### src/rtl/pipe_addsub_unit_if.sv
// Operand/result handshake bundle for the pipelined add/sub/compare unit.
// The unit itself connects through the slave modport; its driver uses the master modport.
interface pipe_addsub_unit_if #(
    parameter int XLEN = 32
);
    logic            in_valid_i;
    logic            in_ready_o;
    logic [XLEN-1:0] a_i;
    logic [XLEN-1:0] b_i;
    logic [1:0]      op_i;
    logic            out_valid_o;
    logic            out_ready_i;
    logic [XLEN-1:0] result_o;
    logic            carry_o;
    logic            ovf_o;
    logic            zero_o;
    logic            neg_o;

    modport slave (
        input  in_valid_i, a_i, b_i, op_i, out_ready_i,
        output in_ready_o, out_valid_o, result_o, carry_o, ovf_o, zero_o, neg_o
    );

    modport master (
        output in_valid_i, a_i, b_i, op_i, out_ready_i,
        input  in_ready_o, out_valid_o, result_o, carry_o, ovf_o, zero_o, neg_o
    );
endinterface

### src/rtl/pipe_addsub_unit.sv
// Pipelined ADD/SUB/SLT/SLTU unit: the XLEN carry chain is cut into STAGES chunks,
// one chunk resolved per stage with the carry registered between stages.
module pipe_addsub_unit #(
    parameter int XLEN   = 32,
    parameter int STAGES = 2
) (
    input  logic              clk_i,
    input  logic              rst_ni,
    input  logic              flush_i,
    pipe_addsub_unit_if.slave bus
);
    localparam int CHUNK = XLEN / STAGES;
    localparam int LAST  = STAGES - 1;

    typedef enum logic [1:0] {
        OP_ADD  = 2'b00,
        OP_SUB  = 2'b01,
        OP_SLT  = 2'b10,
        OP_SLTU = 2'b11
    } op_e;

    function automatic logic [CHUNK:0] chunk_add(input logic [CHUNK-1:0] a,
                                                 input logic [CHUNK-1:0] b,
                                                 input logic             cin);
        return {1'b0, a} + {1'b0, b} + {{CHUNK{1'b0}}, cin};
    endfunction

    function automatic logic signed_ovf(input logic a_msb, input logic bx_msb,
                                        input logic sum_msb);
        return (a_msb == bx_msb) && (sum_msb != a_msb);
    endfunction

    // Per-stage state; operands travel whole so the final stage still sees A/bx MSBs.
    logic [STAGES-1:0] vld_q, vld_d, vld_src, ld;
    logic [STAGES-1:0] cy_q, cy_d, cy_src;
    logic [XLEN-1:0]   a_q   [STAGES];
    logic [XLEN-1:0]   a_d   [STAGES];
    logic [XLEN-1:0]   a_src [STAGES];
    logic [XLEN-1:0]   bx_q  [STAGES];
    logic [XLEN-1:0]   bx_d  [STAGES];
    logic [XLEN-1:0]   bx_src[STAGES];
    logic [XLEN-1:0]   sum_q [STAGES];
    logic [XLEN-1:0]   sum_d [STAGES];
    logic [XLEN-1:0]   sum_src[STAGES];
    op_e               op_q  [STAGES];
    op_e               op_d  [STAGES];
    op_e               op_src[STAGES];
    logic [CHUNK:0]    csum  [STAGES];
    logic              in_ready;

    // Stage inputs: stage 0 conditions the incoming operands, later stages take the previous register.
    always_comb begin
        a_src[0]   = bus.a_i;
        bx_src[0]  = (op_e'(bus.op_i) == OP_ADD) ? bus.b_i : ~bus.b_i;
        sum_src[0] = '0;
        cy_src[0]  = (op_e'(bus.op_i) != OP_ADD);
        op_src[0]  = op_e'(bus.op_i);
        for (int k = 1; k < STAGES; k++) begin
            a_src[k]   = a_q[k-1];
            bx_src[k]  = bx_q[k-1];
            sum_src[k] = sum_q[k-1];
            cy_src[k]  = cy_q[k-1];
            op_src[k]  = op_q[k-1];
        end
    end

    // Load enables ripple back from the output: a stage loads when empty or when its successor loads.
    always_comb begin
        ld[LAST] = !vld_q[LAST] || bus.out_ready_i;
        for (int k = STAGES - 2; k >= 0; k--) begin
            ld[k] = !vld_q[k] || ld[k+1];
        end
        in_ready   = ld[0] && !flush_i;
        vld_src[0] = bus.in_valid_i && in_ready;
        for (int k = 1; k < STAGES; k++) begin
            vld_src[k] = vld_q[k-1];
        end

        for (int k = 0; k < STAGES; k++) begin
            csum[k]  = chunk_add(a_src[k][k*CHUNK +: CHUNK], bx_src[k][k*CHUNK +: CHUNK], cy_src[k]);
            a_d[k]   = a_q[k];
            bx_d[k]  = bx_q[k];
            sum_d[k] = sum_q[k];
            cy_d[k]  = cy_q[k];
            op_d[k]  = op_q[k];
            if (ld[k]) begin
                a_d[k]   = a_src[k];
                bx_d[k]  = bx_src[k];
                sum_d[k] = sum_src[k];
                sum_d[k][k*CHUNK +: CHUNK] = csum[k][CHUNK-1:0];
                cy_d[k]  = csum[k][CHUNK];
                op_d[k]  = op_src[k];
            end
            vld_d[k] = flush_i ? 1'b0 : (ld[k] ? vld_src[k] : vld_q[k]);
        end
    end

    always_ff @(posedge clk_i) begin
        if (!rst_ni) begin
            vld_q <= '0;
        end else begin
            vld_q <= vld_d;
        end
    end

    always_ff @(posedge clk_i) begin
        cy_q <= cy_d;
        for (int k = 0; k < STAGES; k++) begin
            a_q[k]   <= a_d[k];
            bx_q[k]  <= bx_d[k];
            sum_q[k] <= sum_d[k];
            op_q[k]  <= op_d[k];
        end
    end

    // Final stage: flags from the completed sum; everything reads 0 while no result is held.
    logic [XLEN-1:0] sum_fin;
    logic [XLEN-1:0] res_fin;
    logic            ovf_fin;
    logic            neg_fin;
    logic            zero_fin;
    logic            carry_fin;

    always_comb begin
        sum_fin   = sum_q[LAST];
        carry_fin = cy_q[LAST];
        neg_fin   = sum_fin[XLEN-1];
        zero_fin  = (sum_fin == '0);
        ovf_fin   = signed_ovf(a_q[LAST][XLEN-1], bx_q[LAST][XLEN-1], sum_fin[XLEN-1]);
        case (op_q[LAST])
            OP_SLT:  res_fin = {{(XLEN-1){1'b0}}, neg_fin ^ ovf_fin};
            OP_SLTU: res_fin = {{(XLEN-1){1'b0}}, ~carry_fin};
            default: res_fin = sum_fin;
        endcase
    end

    assign bus.in_ready_o  = in_ready;
    assign bus.out_valid_o = vld_q[LAST];
    assign bus.result_o    = vld_q[LAST] ? res_fin : '0;
    assign bus.carry_o     = vld_q[LAST] && carry_fin;
    assign bus.ovf_o       = vld_q[LAST] && ovf_fin;
    assign bus.zero_o      = vld_q[LAST] && zero_fin;
    assign bus.neg_o       = vld_q[LAST] && neg_fin;
endmodule

### src/flat_wrapper.sv
// flat-port wrapper written by rule: the top's interface ports become plain ports
module pipe_addsub_unit_flat 
#(
    parameter int XLEN   = 32,
    parameter int STAGES = 2
)
  (clk_i, rst_ni, flush_i, bus_in_valid_i, bus_a_i, bus_b_i, bus_op_i, bus_out_ready_i, bus_in_ready_o, bus_out_valid_o, bus_result_o, bus_carry_o, bus_ovf_o, bus_zero_o, bus_neg_o);
  pipe_addsub_unit_if #(.XLEN(XLEN)) bus_i ();
  input  logic clk_i;
  input  logic rst_ni;
  input  logic flush_i;
  input wire logic [$bits(bus_i.in_valid_i)-1:0] bus_in_valid_i;
  input wire logic [$bits(bus_i.a_i)-1:0] bus_a_i;
  input wire logic [$bits(bus_i.b_i)-1:0] bus_b_i;
  input wire logic [$bits(bus_i.op_i)-1:0] bus_op_i;
  input wire logic [$bits(bus_i.out_ready_i)-1:0] bus_out_ready_i;
  output wire logic [$bits(bus_i.in_ready_o)-1:0] bus_in_ready_o;
  output wire logic [$bits(bus_i.out_valid_o)-1:0] bus_out_valid_o;
  output wire logic [$bits(bus_i.result_o)-1:0] bus_result_o;
  output wire logic [$bits(bus_i.carry_o)-1:0] bus_carry_o;
  output wire logic [$bits(bus_i.ovf_o)-1:0] bus_ovf_o;
  output wire logic [$bits(bus_i.zero_o)-1:0] bus_zero_o;
  output wire logic [$bits(bus_i.neg_o)-1:0] bus_neg_o;
  assign bus_i.in_valid_i = bus_in_valid_i;
  assign bus_i.a_i = bus_a_i;
  assign bus_i.b_i = bus_b_i;
  assign bus_i.op_i = bus_op_i;
  assign bus_i.out_ready_i = bus_out_ready_i;
  assign bus_in_ready_o = bus_i.in_ready_o;
  assign bus_out_valid_o = bus_i.out_valid_o;
  assign bus_result_o = bus_i.result_o;
  assign bus_carry_o = bus_i.carry_o;
  assign bus_ovf_o = bus_i.ovf_o;
  assign bus_zero_o = bus_i.zero_o;
  assign bus_neg_o = bus_i.neg_o;
  pipe_addsub_unit #(.XLEN(XLEN), .STAGES(STAGES)) u_core (.clk_i(clk_i), .rst_ni(rst_ni), .flush_i(flush_i), .bus(bus_i));
endmodule
### config.mk
export PLATFORM = sky130hd
export DESIGN_NAME = pipe_addsub_unit_flat
export DESIGN_NICKNAME = d
export VERILOG_FILES = /design/src/rtl/pipe_addsub_unit_if.sv /design/src/rtl/pipe_addsub_unit.sv /design/src/flat_wrapper.sv
export SDC_FILE = /design/constraint.sdc
export NUM_CORES = 1
export LEC_CHECK = 0
export ABC_CLOCK_PERIOD_IN_PS = 3790
export CAP_MARGIN = 20
export CORE_ASPECT_RATIO = 0.5
export CORE_MARGIN = 3
export CORE_UTILIZATION = 46
export CTS_CLUSTER_SIZE = 20
export DETAILED_ROUTE_END_ITERATION = 8
export HOLD_SLACK_MARGIN = 0.08
export PLACE_DENSITY_LB_ADDON = 0.3
export SYNTH_ARGS = -nofsm -noshare
export SYNTH_HDL_FRONTEND = slang
export SYNTH_SLANG_ARGS = --single-unit
### constraint.sdc
create_clock -name clk_i -period 3.79 [get_ports clk_i]
set_clock_uncertainty 0.15 [all_clocks]
set_input_delay 0.758 -clock clk_i [delete_from_list [all_inputs] [get_ports clk_i]]
set_output_delay 0.758 -clock clk_i [all_outputs]
set_load 0.05 [all_outputs]
## After elaboration in Yosys (flattened, before gate mapping)

Memories as Yosys holds them, arrays and structs flattened.
Cells that the tools add are included.

| storage, ports and cells | value |
|---|---|
| bits in writable memories | 196 |
| memories | 4 |
| output and inout port bits | 38 |
| word-level logic and storage cells | 47 |
| register bits | 4 |
| input bits | 71 |

Memory list:

| name | depth | bits a word | rd ports | clocked after memory_dff | wr ports | RTL line | text |
|---|---|---|---|---|---|---|---|
| u_core.a_q | 2 | 32 | 2 | 0 | 2 | pipe_addsub_unit.sv:36 | `logic [XLEN-1:0] a_q [STAGES];` |
| u_core.bx_q | 2 | 32 | 2 | 0 | 2 | pipe_addsub_unit.sv:39 | `logic [XLEN-1:0] bx_q [STAGES];` |
| u_core.sum_q | 2 | 32 | 2 | 0 | 2 | pipe_addsub_unit.sv:42 | `logic [XLEN-1:0] sum_q [STAGES];` |
| u_core.op_q | 2 | 2 | 2 | 0 | 2 | pipe_addsub_unit.sv:45 | `op_e op_q [STAGES];` |

| cells by class | value |
|---|---|
| reductions and logical operators | 16 |
| multiplexer cells | 11 |
| bitwise operators | 4 |
| equal/unequal tests | 4 |
| add/subtract/negate cells | 4 |

Operator list:

| operator | number |
|---|---|
| $mux 32 | 8 |
| $pmux 32 s2 | 1 |
| $add 16x16->17 | 2 |
| $add 17x1->17 | 2 |
| $logic_not 32->1 | 1 |
| $not 32->32 | 1 |
| $logic_and 1x1->1 | 7 |
| $eq 2x2->1 const B | 2 |
| $mux 2 | 2 |
| $logic_not 1->1 | 3 |
| $logic_not 2->1 | 1 |
| $logic_or 1x1->1 | 2 |
| $not 1->1 | 2 |
| $reduce_bool 2->1 | 1 |
| $reduce_or 2->1 | 1 |
| $eq 1x1->1 | 1 |
| $ne 1x1->1 | 1 |
| $xor 1x1->1 | 1 |

## Depth between registers and ports, before layout

Gate-level depths: netlist of run 1.
An unclocked memory read counts as a cell.

| depth | value |
|---|---|
| depth after elaboration | 6 |
| mapped depth | 10 |

## Worst setup path after synthesis of run 1

OpenSTA, ideal clock, no wires.

| timing | value |
|---|---|
| path type | input-to-reg |
| from | input port bus_op_i[1] |
| to | memory u_core.sum_q[0][10] (data pin) |
| stages | 10 |
| setup time | 0.261 ns |
| path buffers | 1 |
| path slack | 0.182 ns |
| data arrival time | 3.197 ns |
| cells stage by stage | nor2_1 buf_1 xnor2_1 ha_1 nor2b_4 o31a_4 o311a_1 or3_1 o21a_2 xor2_1 |

RTL lines:

| element | RTL line | text |
|---|---|---|
| start: declaration | flat_wrapper.sv:15 | `input wire logic [$bits(bus_i.op_i)-1:0] bus_op_i;` |
| end: declaration | pipe_addsub_unit.sv:42 |  |

==> results of run 1 <==
cell type report:
| type | count | area [sq um] |
|---|---|---|
| multi-input combinational | 278 | 2137 |
| clock inverter | 5 | 80.08 |
| clock buffer | 10 | 229.0 |
| fill | 778 | 3455 |
| inverter | 6 | 22.52 |
| tap | 135 | 168.9 |
| timing repair buffer | 118 | 1079 |
| sequential | 90 | 2683 |
metrics by stage:
step	hold WS (ns)	cell area, sq um	worst slack [ns]
5_1_grt	0.2720	6399	0.1619
6_report	0.2665	6399	0.3023
2_1_floorplan	0.2503	4855	0.1821
3_3_place_gp	0.2535	6090	0.09148
3_5_place_dp	0.2545	6090	0.05933
4_1_cts	0.2679	6399	0.2930
where the power goes:
group          internal [mW]  leakage, nW  switching [mW]  total, mW
Combinational          0.299         1.42           0.282      0.581
Clock                  0.572        0.145           0.329      0.901
Sequential              1.35        0.947          0.0880       1.43
path summary, 6_finish.rpt:
check | startpoint | to | slack, ns | depth (start not counted)
setup / recovery | u_core.sum_q[0][61] | bus_zero_o | 0.30 | 4
hold / removal | u_core.sum_q[0][2] | u_core.sum_q[0][34] | 0.27 | 0
setup reg to reg | u_core.cy_q[0] | u_core.sum_q[0][58] | 0.88 | 8
hold reg to reg | u_core.sum_q[0][2] | u_core.sum_q[0][34] | 0.27 | 0
kinds of logic (layout without fill, tap and decap cells):
family | Yosys count | after routing | synth area share (%)
AOI/OAI and AO/OA | 77 | 77 | 11.21
and+or+nand+nor | 108 | 108 | 12.65
buffers and inverters | 12 | 139 | 0.9278
adders and majority gates | 34 | 34 | 9.227
DFF | 90 | 90 | 55.26
muxes | 3 | 3 | 0.6186
xor gates and xnor gates | 56 | 56 | 10.10
metal layers:
metal	vias to the layer above	wire length (microns)
met4	0	68
met5	-	0
met3	6	265
met2	55	4625
met1	1469	4327
li1	1655	-
sequential cells by signal, summed over array words and instances, names as in the netlist:
signal        cells
u_core.cy_q       2
u_core.bx_q      17
u_core.vld_q      2
u_core.op_q       4
u_core.sum_q     48
u_core.a_q       17
synth_stat cells, types with 2 or more instances:
library cell	number	area [sq um]
mux2i_1	3	30.03
nor4_1	6	37.54
nand2b_1	6	37.54
ha_1	31	387.9
o21ai_0	15	75.07
clkbuf_1	3	11.26
a21o_1	7	52.55
nand2_1	11	41.29
xnor2_1	46	402.9
xor2_1	10	87.58
dfxtp_1	2	40.04
o21a_1	6	45.04
a221oi_1	2	17.52
a21boi_0	2	15.01
and3_1	3	18.77
nor3_1	4	20.02
o21bai_1	3	22.52
and2_1	35	219.0
buf_1	3	11.26
inv_1	6	22.52
nand4_1	4	25.02
o31ai_1	3	22.52
edfxtp_1	88	2643
fa_1	3	60.06
a21oi_1	21	105.1
nor2_1	22	82.58
or3_1	3	18.77
nor2b_1	5	31.28
cell usage in the layout (no fill, tap or decap), types with 4 or more instances in the layout:
cell type | netlist | final
edfxtp_1 | 88 | 88
clkdlybuf4s50_1 | 0 | 77
xnor2_1 | 46 | 46
buf_4 | 0 | 41
and2_1 | 35 | 35
ha_1 | 31 | 31
a21oi_1 | 21 | 21
nor2_1 | 22 | 21
o21ai_0 | 15 | 15
nand2_1 | 11 | 10
xor2_1 | 10 | 10
clkbuf_16 | 0 | 9
a21o_1 | 7 | 7
inv_1 | 6 | 6
nand2b_1 | 6 | 6
o21a_1 | 6 | 6
nor4_1 | 6 | 6
nor2b_1 | 5 | 5
nor3_1 | 4 | 4
nand4_1 | 4 | 4
worst register-to-register path: stages (launching register included):
cell	delay, ns
edfxtp_1	0.42
fa_1	0.48
fa_1	0.46
a211oi_1	0.41
o21a_1	0.23
o21ba_2	0.17
o21bai_1	0.06
a21oi_1	0.18
xnor2_1	0.09
==> out/summary.txt, run 1 <==
total power -> 2.916 mW
dpl cells -> 627
Final Non-Filler Cells -> 642
ant diodes -> 0
number of buffers created by CTS -> 9
CTS hold repair buffers -> 0
Most Used Layer, Global Route -> met2
Clock Tree Buf Depth -> 2
IO buf count -> 108
synthesized area -> 0.004855 sq mm
Setup Buffers After CTS -> 0
number of synthesized flops with an enable pin -> 88
critical path arrival -> 2.58 ns
status -> completed
core area -> 0.009853 sq mm
VDD IR max -> 0.0002591 V
fin nets -> 608
DRC errors left -> 0
Total Routing Usage GR -> 16.24%
layout cell share with drive strength beyond 1 -> 13.81%
Worst Path Required -> 2.88 ns
Async SR Flop Fraction -> 0%
final hold vios -> 0
H-tree levels -> 3
slowest stage delay, CP -> 0.86 ns
Die Y -> 78.64 microns
Worst Tran Pin Value -> 0.5330 ns
CP Capture Type -> primary output
GR met1 Demand/Resource -> 21.15%
Root Buffer -> clkbuf_16
Max-slew headroom -> 64.14%
drt first-iter violations -> 137
Synth Warn # -> 0
Seq/Total Area, Yosys -> 55.26%
CTS resizes -> 0
f_max -> 0.2867 GHz
routability congestion estimate -> 0.8205
worst-skew pair later-pin latency -> 0.33 ns
Power Density -> 455.8 mW/mm^2
Crit path max-delay family -> simple AND/OR/NAND/NOR gates
CP Class -> flip-flop to primary output
Via density -> 4.961
RSZ-0062 raised after global routing -> no
initial antenna violation count -> 0
dpl hpwl -> 7187 microns
Critical path buffers and inverters -> 1
crit path launch type -> flip-flop
Syn Nets -> 485
Synth Area per Inst -> 12.78 sq um
Final Core Density -> 64.94%
Site Rows -> 25
Vias -> 3,185
Main synth FF type -> edfxtp_1
final WL -> 9287 microns
largest fanout on the critical path -> 2
CTS tree -> done
worst path cell trace -> nor4_1 -> nand4_1 -> nor3_1 -> clkdlybuf4s50_1
die width -> 151.3 microns
Yosys cell types -> 55
Die Footprint -> 0.01190 sq mm
setup_tns -> 0 ns
pin count of the biggest net entering global routing -> 38
Final Slew Violations -> 0
Pleak -> 2.508 nW
routing usage on met2 -> 27.62%
CTS clk-pin slew, worst paths -> 0.06 ns
post-synthesis sequential element count -> 90
drt pass-1 iters -> 4
routing usage on met3 -> 3.518%
antenna-violating nets left -> 0
vias in the first global route -> 3,179
fin crit share -> 92.02%
Initial Util -> 49.27%
Cells after Synth -> 380
setup violators final -> 0
# Max-Cap Violations -> 0
worst hold-check path type -> flip-flop to flip-flop
DR WL/cell -> 14.47 microns
CP max stage cell -> clkdlybuf4s50_1
total gr overflow -> 0
first-pass GRT wire length -> 14,980 microns
I/O pin total -> 109
# clock sinks -> 90
Layout area overhead -> 31.80%
fin crit period -> 3.488 ns
(Power assumes the default switching activity.)
==> run 2: changes to the inputs <==
--- a/config.mk
+++ b/config.mk
@@ -14,6 +14,7 @@
 export DETAILED_ROUTE_END_ITERATION = 8
 export HOLD_SLACK_MARGIN = 0.08
 export PLACE_DENSITY_LB_ADDON = 0.3
+export SKIP_LAST_GASP = 1
 export SYNTH_ARGS = -nofsm -noshare
 export SYNTH_HDL_FRONTEND = slang
 export SYNTH_SLANG_ARGS = --single-unit
==> results of run 2 <==
No change in the layout: final DEF, timing and power equal those of run 1.
